--- src/rtl/ling_subtractor_pipe_if.sv ---
// Operand/result handshake bundle for the Ling subtractor pipeline.
// The master side issues operands and consumes results; the slave side is the pipeline.
interface ling_subtractor_pipe_if #(
  parameter int WIDTH = 32
);
  logic             in_valid_i;
  logic             in_ready_o;
  logic [WIDTH-1:0] A_i;
  logic [WIDTH-1:0] B_i;
  logic             bin_i;
  logic             out_valid_o;
  logic             out_ready_i;
  logic [WIDTH-1:0] DIFF_o;
  logic             bout_o;
  logic             ovf_o;
  logic             zero_o;

  modport slave (
    input  in_valid_i, A_i, B_i, bin_i, out_ready_i,
    output in_ready_o, out_valid_o, DIFF_o, bout_o, ovf_o, zero_o
  );

  modport master (
    output in_valid_i, A_i, B_i, bin_i, out_ready_i,
    input  in_ready_o, out_valid_o, DIFF_o, bout_o, ovf_o, zero_o
  );
endinterface

--- src/rtl/ling_subtractor_pipe.sv ---
// Two-stage pipelined subtractor: DIFF = A - B - bin (mod 2^WIDTH).
// Stage 1 resolves the low SPLIT bits and registers the mid carry; stage 2
// finishes the upper bits from that carry and registers result and flags.
// Subtraction is done as A + ~B + ~bin, so the chain carry-in is ~bin and the
// final carry-out is the inverted borrow.
module ling_subtractor_pipe #(
  parameter int WIDTH = 32,
  parameter int SPLIT = 16
) (
  input logic                  clk_i,
  input logic                  rst_i,
  ling_subtractor_pipe_if.slave bus
);

  localparam int HI = WIDTH - SPLIT;

  logic [WIDTH-1:0] b_n;

  logic [SPLIT-1:0] lo_diff;
  logic             lo_h;
  logic             lo_chain;

  logic             s1_valid;
  logic [SPLIT-1:0] s1_diff_lo;
  logic             s1_h_mid;
  logic [HI-1:0]    s1_a_hi;
  logic [HI-1:0]    s1_bn_hi;
  logic             s1_a_msb;

  logic [HI-1:0]    hi_diff;
  logic             hi_h;
  logic             hi_chain;
  logic [WIDTH-1:0] diff_full;
  logic             ovf_nxt;

  logic             s2_valid;
  logic [WIDTH-1:0] s2_diff;
  logic             s2_bout;
  logic             s2_ovf;
  logic             s2_zero;

  logic             s2_ready;
  logic             s1_ready;

  assign b_n = ~bus.B_i;

  // Ready chains back combinationally so a full pipe still streams at one beat per cycle.
  assign s2_ready       = ~s2_valid | bus.out_ready_i;
  assign s1_ready       = ~s1_valid | s2_ready;
  assign bus.in_ready_o = s1_ready;

  // Low-half carry chain on (A, ~B) seeded with ~bin.
  always_comb begin
    lo_diff  = '0;
    lo_chain = ~bus.bin_i;
    for (int i = 0; i < SPLIT; i++) begin
      lo_diff[i] = (bus.A_i[i] ^ b_n[i]) ^ lo_chain;
      lo_chain   = (bus.A_i[i] & b_n[i]) | ((bus.A_i[i] | b_n[i]) & lo_chain);
    end
    lo_h = lo_chain;
  end

  // Stage 1 register: loads only on an accept; the valid bit follows the upstream offer.
  always_ff @(posedge clk_i) begin
    if (rst_i) begin
      s1_valid   <= 1'b0;
      s1_diff_lo <= '0;
      s1_h_mid   <= 1'b0;
      s1_a_hi    <= '0;
      s1_bn_hi   <= '0;
      s1_a_msb   <= 1'b0;
    end else if (s1_ready) begin
      s1_valid <= bus.in_valid_i;
      if (bus.in_valid_i) begin
        s1_diff_lo <= lo_diff;
        s1_h_mid   <= lo_h;
        s1_a_hi    <= bus.A_i[WIDTH-1:SPLIT];
        s1_bn_hi   <= b_n[WIDTH-1:SPLIT];
        s1_a_msb   <= bus.A_i[WIDTH-1];
      end
    end
  end

  // Upper-half carry chain continuing from the registered mid carry.
  always_comb begin
    hi_diff  = '0;
    hi_chain = s1_h_mid;
    for (int i = 0; i < HI; i++) begin
      hi_diff[i] = (s1_a_hi[i] ^ s1_bn_hi[i]) ^ hi_chain;
      hi_chain   = (s1_a_hi[i] & s1_bn_hi[i]) | ((s1_a_hi[i] | s1_bn_hi[i]) & hi_chain);
    end
    hi_h = hi_chain;
  end

  assign diff_full = {hi_diff, s1_diff_lo};
  // Operand signs differ exactly when A's msb equals the inverted B msb.
  assign ovf_nxt   = (s1_a_msb == s1_bn_hi[HI-1]) & (diff_full[WIDTH-1] != s1_a_msb);

  // Stage 2 register: holds the presented result until the downstream takes it.
  always_ff @(posedge clk_i) begin
    if (rst_i) begin
      s2_valid <= 1'b0;
      s2_diff  <= '0;
      s2_bout  <= 1'b0;
      s2_ovf   <= 1'b0;
      s2_zero  <= 1'b0;
    end else if (s2_ready) begin
      s2_valid <= s1_valid;
      if (s1_valid) begin
        s2_diff <= diff_full;
        s2_bout <= ~hi_h;
        s2_ovf  <= ovf_nxt;
        s2_zero <= (diff_full == '0);
      end
    end
  end

  assign bus.out_valid_o = s2_valid;
  assign bus.DIFF_o      = s2_diff;
  assign bus.bout_o      = s2_bout;
  assign bus.ovf_o       = s2_ovf;
  assign bus.zero_o      = s2_zero;

endmodule

--- src/flat_wrapper.sv ---
// flat-port wrapper written by rule: the top's interface ports become plain ports
module ling_subtractor_pipe_flat 
#(
  parameter int WIDTH = 32,
  parameter int SPLIT = 16
)
  (clk_i, rst_i, bus_in_valid_i, bus_A_i, bus_B_i, bus_bin_i, bus_out_ready_i, bus_in_ready_o, bus_out_valid_o, bus_DIFF_o, bus_bout_o, bus_ovf_o, bus_zero_o);
  ling_subtractor_pipe_if #(.WIDTH(WIDTH)) bus_i ();
  input logic clk_i;
  input logic rst_i;
  input wire logic [$bits(bus_i.in_valid_i)-1:0] bus_in_valid_i;
  input wire logic [$bits(bus_i.A_i)-1:0] bus_A_i;
  input wire logic [$bits(bus_i.B_i)-1:0] bus_B_i;
  input wire logic [$bits(bus_i.bin_i)-1:0] bus_bin_i;
  input wire logic [$bits(bus_i.out_ready_i)-1:0] bus_out_ready_i;
  output wire logic [$bits(bus_i.in_ready_o)-1:0] bus_in_ready_o;
  output wire logic [$bits(bus_i.out_valid_o)-1:0] bus_out_valid_o;
  output wire logic [$bits(bus_i.DIFF_o)-1:0] bus_DIFF_o;
  output wire logic [$bits(bus_i.bout_o)-1:0] bus_bout_o;
  output wire logic [$bits(bus_i.ovf_o)-1:0] bus_ovf_o;
  output wire logic [$bits(bus_i.zero_o)-1:0] bus_zero_o;
  assign bus_i.in_valid_i = bus_in_valid_i;
  assign bus_i.A_i = bus_A_i;
  assign bus_i.B_i = bus_B_i;
  assign bus_i.bin_i = bus_bin_i;
  assign bus_i.out_ready_i = bus_out_ready_i;
  assign bus_in_ready_o = bus_i.in_ready_o;
  assign bus_out_valid_o = bus_i.out_valid_o;
  assign bus_DIFF_o = bus_i.DIFF_o;
  assign bus_bout_o = bus_i.bout_o;
  assign bus_ovf_o = bus_i.ovf_o;
  assign bus_zero_o = bus_i.zero_o;
  ling_subtractor_pipe #(.WIDTH(WIDTH), .SPLIT(SPLIT)) u_core (.clk_i(clk_i), .rst_i(rst_i), .bus(bus_i));
endmodule
--- config.mk ---
export PLATFORM = sky130hd
export DESIGN_NAME = ling_subtractor_pipe_flat
export DESIGN_NICKNAME = d
export VERILOG_FILES = /design/src/rtl/ling_subtractor_pipe_if.sv /design/src/rtl/ling_subtractor_pipe.sv /design/src/flat_wrapper.sv
export SDC_FILE = /design/constraint.sdc
export NUM_CORES = 1
export LEC_CHECK = 0
export CAP_MARGIN = 20
export CORE_MARGIN = 4
export CORE_UTILIZATION = 43
export CTS_CLUSTER_SIZE = 40
export DETAILED_ROUTE_END_ITERATION = 10
export PLACE_DENSITY_LB_ADDON = 0.12
export SLEW_MARGIN = 5
export SYNTH_ARGS = -nofsm -noshare
export SYNTH_HDL_FRONTEND = slang
export SYNTH_SLANG_ARGS = --single-unit
--- constraint.sdc ---
create_clock -name clk_i -period 8.3 [get_ports clk_i]
set_clock_uncertainty 0.15 [all_clocks]
set_input_delay 1.66 -clock clk_i [delete_from_list [all_inputs] [get_ports clk_i]]
set_output_delay 1.66 -clock clk_i [all_outputs]
set_load 0.02 [all_outputs]
==> flow_summary.toml, run 1 <==
[run_status]
outcome = "completed"

[floorplan]
num_rows = 33
die_area_um2 = 10300
die_w_um = 101
core-area_um2 = 8340
top_level_ports = 106
fp.dieH_um = 101
initial_core_util_pct = 44.8

[placed_design]
hpwl_mm = 6.12
gp_congestion = 0.802
io_buffers = 105

[route]
vias = 3003
wl_met3_um = 592
wl_met1_mm = 3.77
post_drt_via_cell_ratio = 4.88
post_drt_wl_per_cell_um = 13.9
wl_met2_mm = 4.07
routed_wl_mm = 8.53
dr.pass1.iters = 4
top_layer = "met4"
drc = 0
ant_nets = 0
drt_iter0_drc = 121

[cells_and_area]
ff_latch_area_um2 = 1720
final_cell_mix = "clkdlybuf4s50_1 (104), nand2_1 (96), dfxtp_1 (86)"
final_common_cell = "clkdlybuf4s50_1"
multiInputGateArea_um2 = 1830
areaGrowthSynthToFinish_pct = 35.5
drive_gt1_share_pct = 7.24
diodes = 0
nFillCells = 731
fin_nets = 608

[setup_path]
cp-end-kind = "flip-flop"
cp_num_buf_inv = 3
startpoint_type = "input port"
crit_family = "adder cells"
worstPathRequired_ns = 8.34
cp_max_fo = 1
worstPathCellList = "clkdlybuf4s50_1 > inv_1 > fa_1 > fa_2 > fa_2 > fa_2 > fa_2 > fa_2 > fa_2 > fa_2 > fa_2 > fa_2 > fa_2 > fa_2 > fa_2 > fa_2 > fa_1 > inv_1 > fa_1 > nand2_1 > a21oi_1"
critical_path.max_stage_delay_ns = 0.45
worstPathArrival_ns = 8.08
reg2reg_slack_ns = 0.47
critPathSlowestCell = "clkdlybuf4s50_1"
crit_type = "input port to flip-flop"
path_common_cell = "fa_2"

[global_routing]
grt-ovfl-total = 0
grt_pass1_wl_mm = 14.0
grtUsageTotal_pct = 17.4
antenna_found_initial = 0
grt_max_degree = 88
grt_pass1_vias = 2935

[timing]
rsz0062_at_grt = "false"
setup_viol = 0
slew_viol_final = 0
tns_ns = 0
fmax_mhz = 124
slew-limit-headroom_pct = 40.3
worstMarginPinSlew_ns = 0.895
final.period_utilization_pct = 96.9
finalHoldViolations = 0
period_minus_slack_ns = 8.04

[clocking]
numCtsBuffers = 9
tritoncts = "yes"
cts_num_sinks = 86
cts_setup_buffers = 0
clockBufferDepth = 2
path_clk_slew_ns = 0.08
clk_latency_ns = 0.35
htreeDepth = 3
clockRootBuffer = "clkbuf_8"

[logic_synthesis]
yosys.area.top_type = "dfxtp_1"
synth_cell_types = 22
synth_area_leaders = "dfxtp_1 (46%), fa_1 (17%), nand2_1 (9.6%)"
yosys_warnings = 0
synthCells = 413
syn_nets = 515
avgSynthCellArea_um2 = 9.05
synth_area_um2 = 3740
synth_top_area_share_pct = 46.1
synth_seq_cells = 86
ys_seq_area_share_pct = 46.1

[power]
total_power_mw = 0.897
p_leak_nw = 1.92
ir_drop_mv = 0.104
power.density_nw_per_um2 = 177

[worst_hold_path]
min_path_type = "flip-flop to flip-flop"

[flow_run]
maxCapViolations = 0
Yosys cell counts (all sizes together):
cell / count
nor3: 1
fa: 32
or4: 2
buf: 9
inv: 31
nor2: 37
clkbuf: 18
nand2b: 1
nand4: 2
xnor2: 1
nor4: 5
and4b: 1
nand3b: 2
a211oi: 35
nand2: 96
o21ai: 1
mux2i: 1
ha: 1
and2: 2
a21oi: 49
dfxtp: 86
worst min-delay path, cell delays in order (launching register included):
cell and delay (ns):
dfxtp_1 0.31, nand2_1 0.05, a21oi_1 0.05
area by class of cell:
class | instances | share of cell area, %
multi-input cells | 269 | 36.1
clock inverters | 6 | 0.865
inverters | 31 | 2.30
repair buffers | 109 | 21.4
well taps | 105 | 2.59
clock buffers | 10 | 2.72
flip-flops and latches | 86 | 34.0
where the power goes:
part / leakage [nW] / switching, mW / internal (mW)
clock: 0.0930 / 0.152 / 0.119
combinational: 1.12 / 0.0827 / 0.0863
sequential: 0.707 / 0.0184 / 0.440
worst paths after layout:
check                           depth (start not counted)                 start                    end
worst max register to register                         24    u_core.s1_bn_hi[0]       u_core.bus.ovf_o
worst min-delay path                                    2  u_core.bus.DIFF_o[9]   u_core.bus.DIFF_o[9]
worst max-delay path                                   21            bus_A_i[0]  u_core.s1_diff_lo[15]
worst min register to register                          2  u_core.bus.DIFF_o[9]   u_core.bus.DIFF_o[9]
cell families after synthesis:
family          after synthesis  synth area share (%)
compound gates               85                  13.7
xor+xnor                      1                 0.234
fa+ha+maj                    33                  17.5
buf+inv                      58                  6.02
flops                        86                  46.1
mux                           1                 0.268
simple gates                149                  16.2
layer usage:
layer	up-vias	track usage [%]
li1	1521	-
met2	78	28.3
met4	0	5.21
met5	-	0
met3	10	4.68
met1	1394	22.7
sequential cells by signal, indices dropped and copies added (netlist names):
name and cells:
u_core.bus.ovf_o 1, u_core.s1_diff_lo 16, u_core.s1_a_hi 15, u_core.bus.out_valid_o 1, u_core.s1_a_msb 1, u_core.bus.zero_o 1
u_core.s1_h_mid 1, u_core.s1_valid 1, u_core.bus.bout_o 1, u_core.s1_bn_hi 16, u_core.bus.DIFF_o 32
metrics by stage:
| stage | util (%) | hold WS (ns) | area (µm²) | instances | setup WS, ns |
|---|---|---|---|---|---|
| after global routing | 60.7 | 0.324 | 5060 | 616 | 0.0231 |
| final | 60.7 | 0.307 | 5060 | 616 | 0.257 |
| after CTS | 60.3 | 0.307 | 5030 | 615 | 0.0114 |
| after global placement | 57.9 | 0.292 | 4830 | 599 | -0.657 |
| after detailed placement | 57.9 | 0.298 | 4830 | 599 | -0.706 |
| after floorplan | - | 0.286 | 3740 | 413 | 0.0786 |
timing repair:
item | 4_1_cts | 5_1_grt
setup endpoints to repair | 2 | 3
hold buffers | 0 | 0
pin swaps | 0 | 2
resized for setup | 7 | 8
Note: power is estimated with default switching activity, not from simulation.
==> run 2: changes to the inputs <==
==> constraint.sdc (replaced) <==
create_clock -name clk_i -period 8.3 [get_ports clk_i]
set_clock_uncertainty 0.15 [all_clocks]
set_input_delay 1.245 -clock clk_i [delete_from_list [all_inputs] [get_ports clk_i]]
set_output_delay 1.245 -clock clk_i [all_outputs]
set_load 0.02 [all_outputs]
==> flow_summary.toml, run 2 (synthesis gave the netlist of run 1 again) <==
[timing]
worstMarginPinSlew_ns = 1.03
slew_viol_final = 0
hold_ws_ns = 0.307
fmax_mhz = 124
finalHoldViolations = 0
slew-limit-headroom_pct = 31.3
final.period_utilization_pct = 97.1
period_minus_slack_ns = 8.06
rsz0062_at_grt = "false"
setup_viol = 0

[route]
vias = 2961
post_drt_wl_per_cell_um = 13.6
dr.pass1.iters = 4
drc = 0
routed_wl_mm = 8.34
drt_iter0_drc = 91
post_drt_via_cell_ratio = 4.82
ant_nets = 0

[setup_path]
r2r_start = "u_core.s1_bn_hi[0]"
worstPathCellList = "clkdlybuf4s50_1 > fa_1 > fa_1 > fa_1 > fa_1 > fa_2 > fa_1 > fa_1 > fa_2 > fa_1 > fa_2 > fa_2 > fa_1 > fa_1 > fa_1 > fa_1 > inv_1 > fa_1 > nand2_1 > a21oi_1"
cp-end-kind = "flip-flop"
cp_num_buf_inv = 2
critPathSlowestCell = "fa_1"
critical_path.max_stage_delay_ns = 0.44
crit_family = "adder cells"
critical_path.startpoint = "bus_bin_i"
startpoint_type = "input port"
cp_max_fo = 1
worstPathRequired_ns = 8.33
worstPathArrival_ns = 8.09
crit_type = "input port to flip-flop"
path_common_cell = "fa_1"

[clocking]
clockRootBuffer = "clkbuf_8"
post_cts_resized = 0
numCtsBuffers = 9
postCtsHoldBufs = 0
cts_num_sinks = 86
tritoncts = "yes"
path_clk_slew_ns = 0.08
clk_latency_ns = 0.33
cts_setup_buffers = 0
htreeDepth = 3
clockBufferDepth = 2

[floorplan]
num_rows = 33
initial_core_util_pct = 44.8
core-area_um2 = 8340
fp.dieH_um = 101
die_w_um = 101
top_level_ports = 106
die_area_um2 = 10300

[cells_and_area]
drive_gt1_share_pct = 4.91
areaGrowthSynthToFinish_pct = 34.7
final_cell_mix = "clkdlybuf4s50_1 (104), nand2_1 (96), dfxtp_1 (86)"
final_util_pct = 60.4
largest_reg_flops = 32
final_common_cell = "clkdlybuf4s50_1"
final_area_um2 = 5030
diodes = 0
fin_nets = 607

[power]
power.density_nw_per_um2 = 180
ir_drop_mv = 0.108
p_leak_nw = 1.92

[worst_hold_path]
hp-start = "u_core.bus.DIFF_o[5]"
min_path_type = "flip-flop to flip-flop"

[global_routing]
grt_pass1_wl_mm = 13.9
antenna_found_initial = 0
grt-ovfl-total = 0
grtUsageTotal_pct = 17.1
grt_max_degree = 88
grt_pass1_vias = 2964

[placed_design]
post_dp_cell_area_um2 = 4830
gp_congestion = 0.807
hpwl_mm = 6.12
io_buffers = 105

[run_status]
outcome = "completed"

[flow_run]
maxCapViolations = 0
[run 2: changes by cell type in the layout (fill, tap and decap cells not counted), sizes merged]
cell and change:
bufinv +1, clkbuf +1, buf -1, clkinv -1, inv -2
[run 2: path summary, 6_finish.rpt]
kind                                 to  slack, ns  cells past startpoint
hold / removal     u_core.bus.DIFF_o[5]       0.31                      2
setup reg to reg       u_core.bus.ovf_o       0.49                     24
hold reg to reg    u_core.bus.DIFF_o[5]       0.31                      2
setup / recovery  u_core.s1_diff_lo[15]       0.24                     20
[run 2: metrics by stage]
step	TNS [ns]	power, mW	instances	setup slack [ns]
2_1_floorplan	0	0.556	413	0.494
3_3_place_gp	-0.241	0.631	599	-0.241
3_5_place_dp	-0.258	0.635	599	-0.258
4_1_cts	0	0.916	614	0.0479
5_1_grt	0	0.959	614	0.0334
6_report	0	0.906	614	0.238
[run 2: area by class of cell]
cell class,instances,area [µm²]
clock buffers,11,141
inverters,31,116
flip-flops and latches,86,1720
clock inverters,4,47.5
fillers,757,3310
well taps,105,131
repair buffers,108,1070
multi-input cells,269,1810
[run 2: per-layer routing]
metal / routed length [µm] / track usage, % / vias up
met5: 0 / 0 / -
met4: 63 / 5.01 / 0
met1: 3710 / 22.8 / 1366
li1: - / - / 1520
met2: 4050 / 27.6 / 69
met3: 522 / 4.13 / 6
[run 2: worst register-to-register path, cell delays in order (launching register included)]
cell and delay, ns:
dfxtp_1 0.32, inv_1 0.07, fa_1 0.17, inv_1 0.05, fa_1 0.46, fa_1 0.47, fa_1 0.46, fa_1 0.46
fa_2 0.42, fa_1 0.45, fa_1 0.46, fa_1 0.46, fa_1 0.46, fa_1 0.46, fa_1 0.47, fa_1 0.42
inv_1 0.08, fa_1 0.21, fa_1 0.17, inv_1 0.05, fa_2 0.59, xnor2_1 0.13, nor2_1 0.06, mux2i_1 0.13
nor2_1 0.05
[run 2: where the power goes]
group          internal, mW  switching (mW)  leakage, nW
Sequential            0.440          0.0181        0.707
Combinational        0.0843          0.0813         1.12
Clock                 0.145           0.137       0.0952
Total                 0.669           0.237         1.92
==> run 3: changes to the inputs <==
- CTS_CLUSTER_SIZE: 40 -> 14
==> results of run 3 <==
Same layout as run 2: the final DEF is identical, and so are final timing and power.
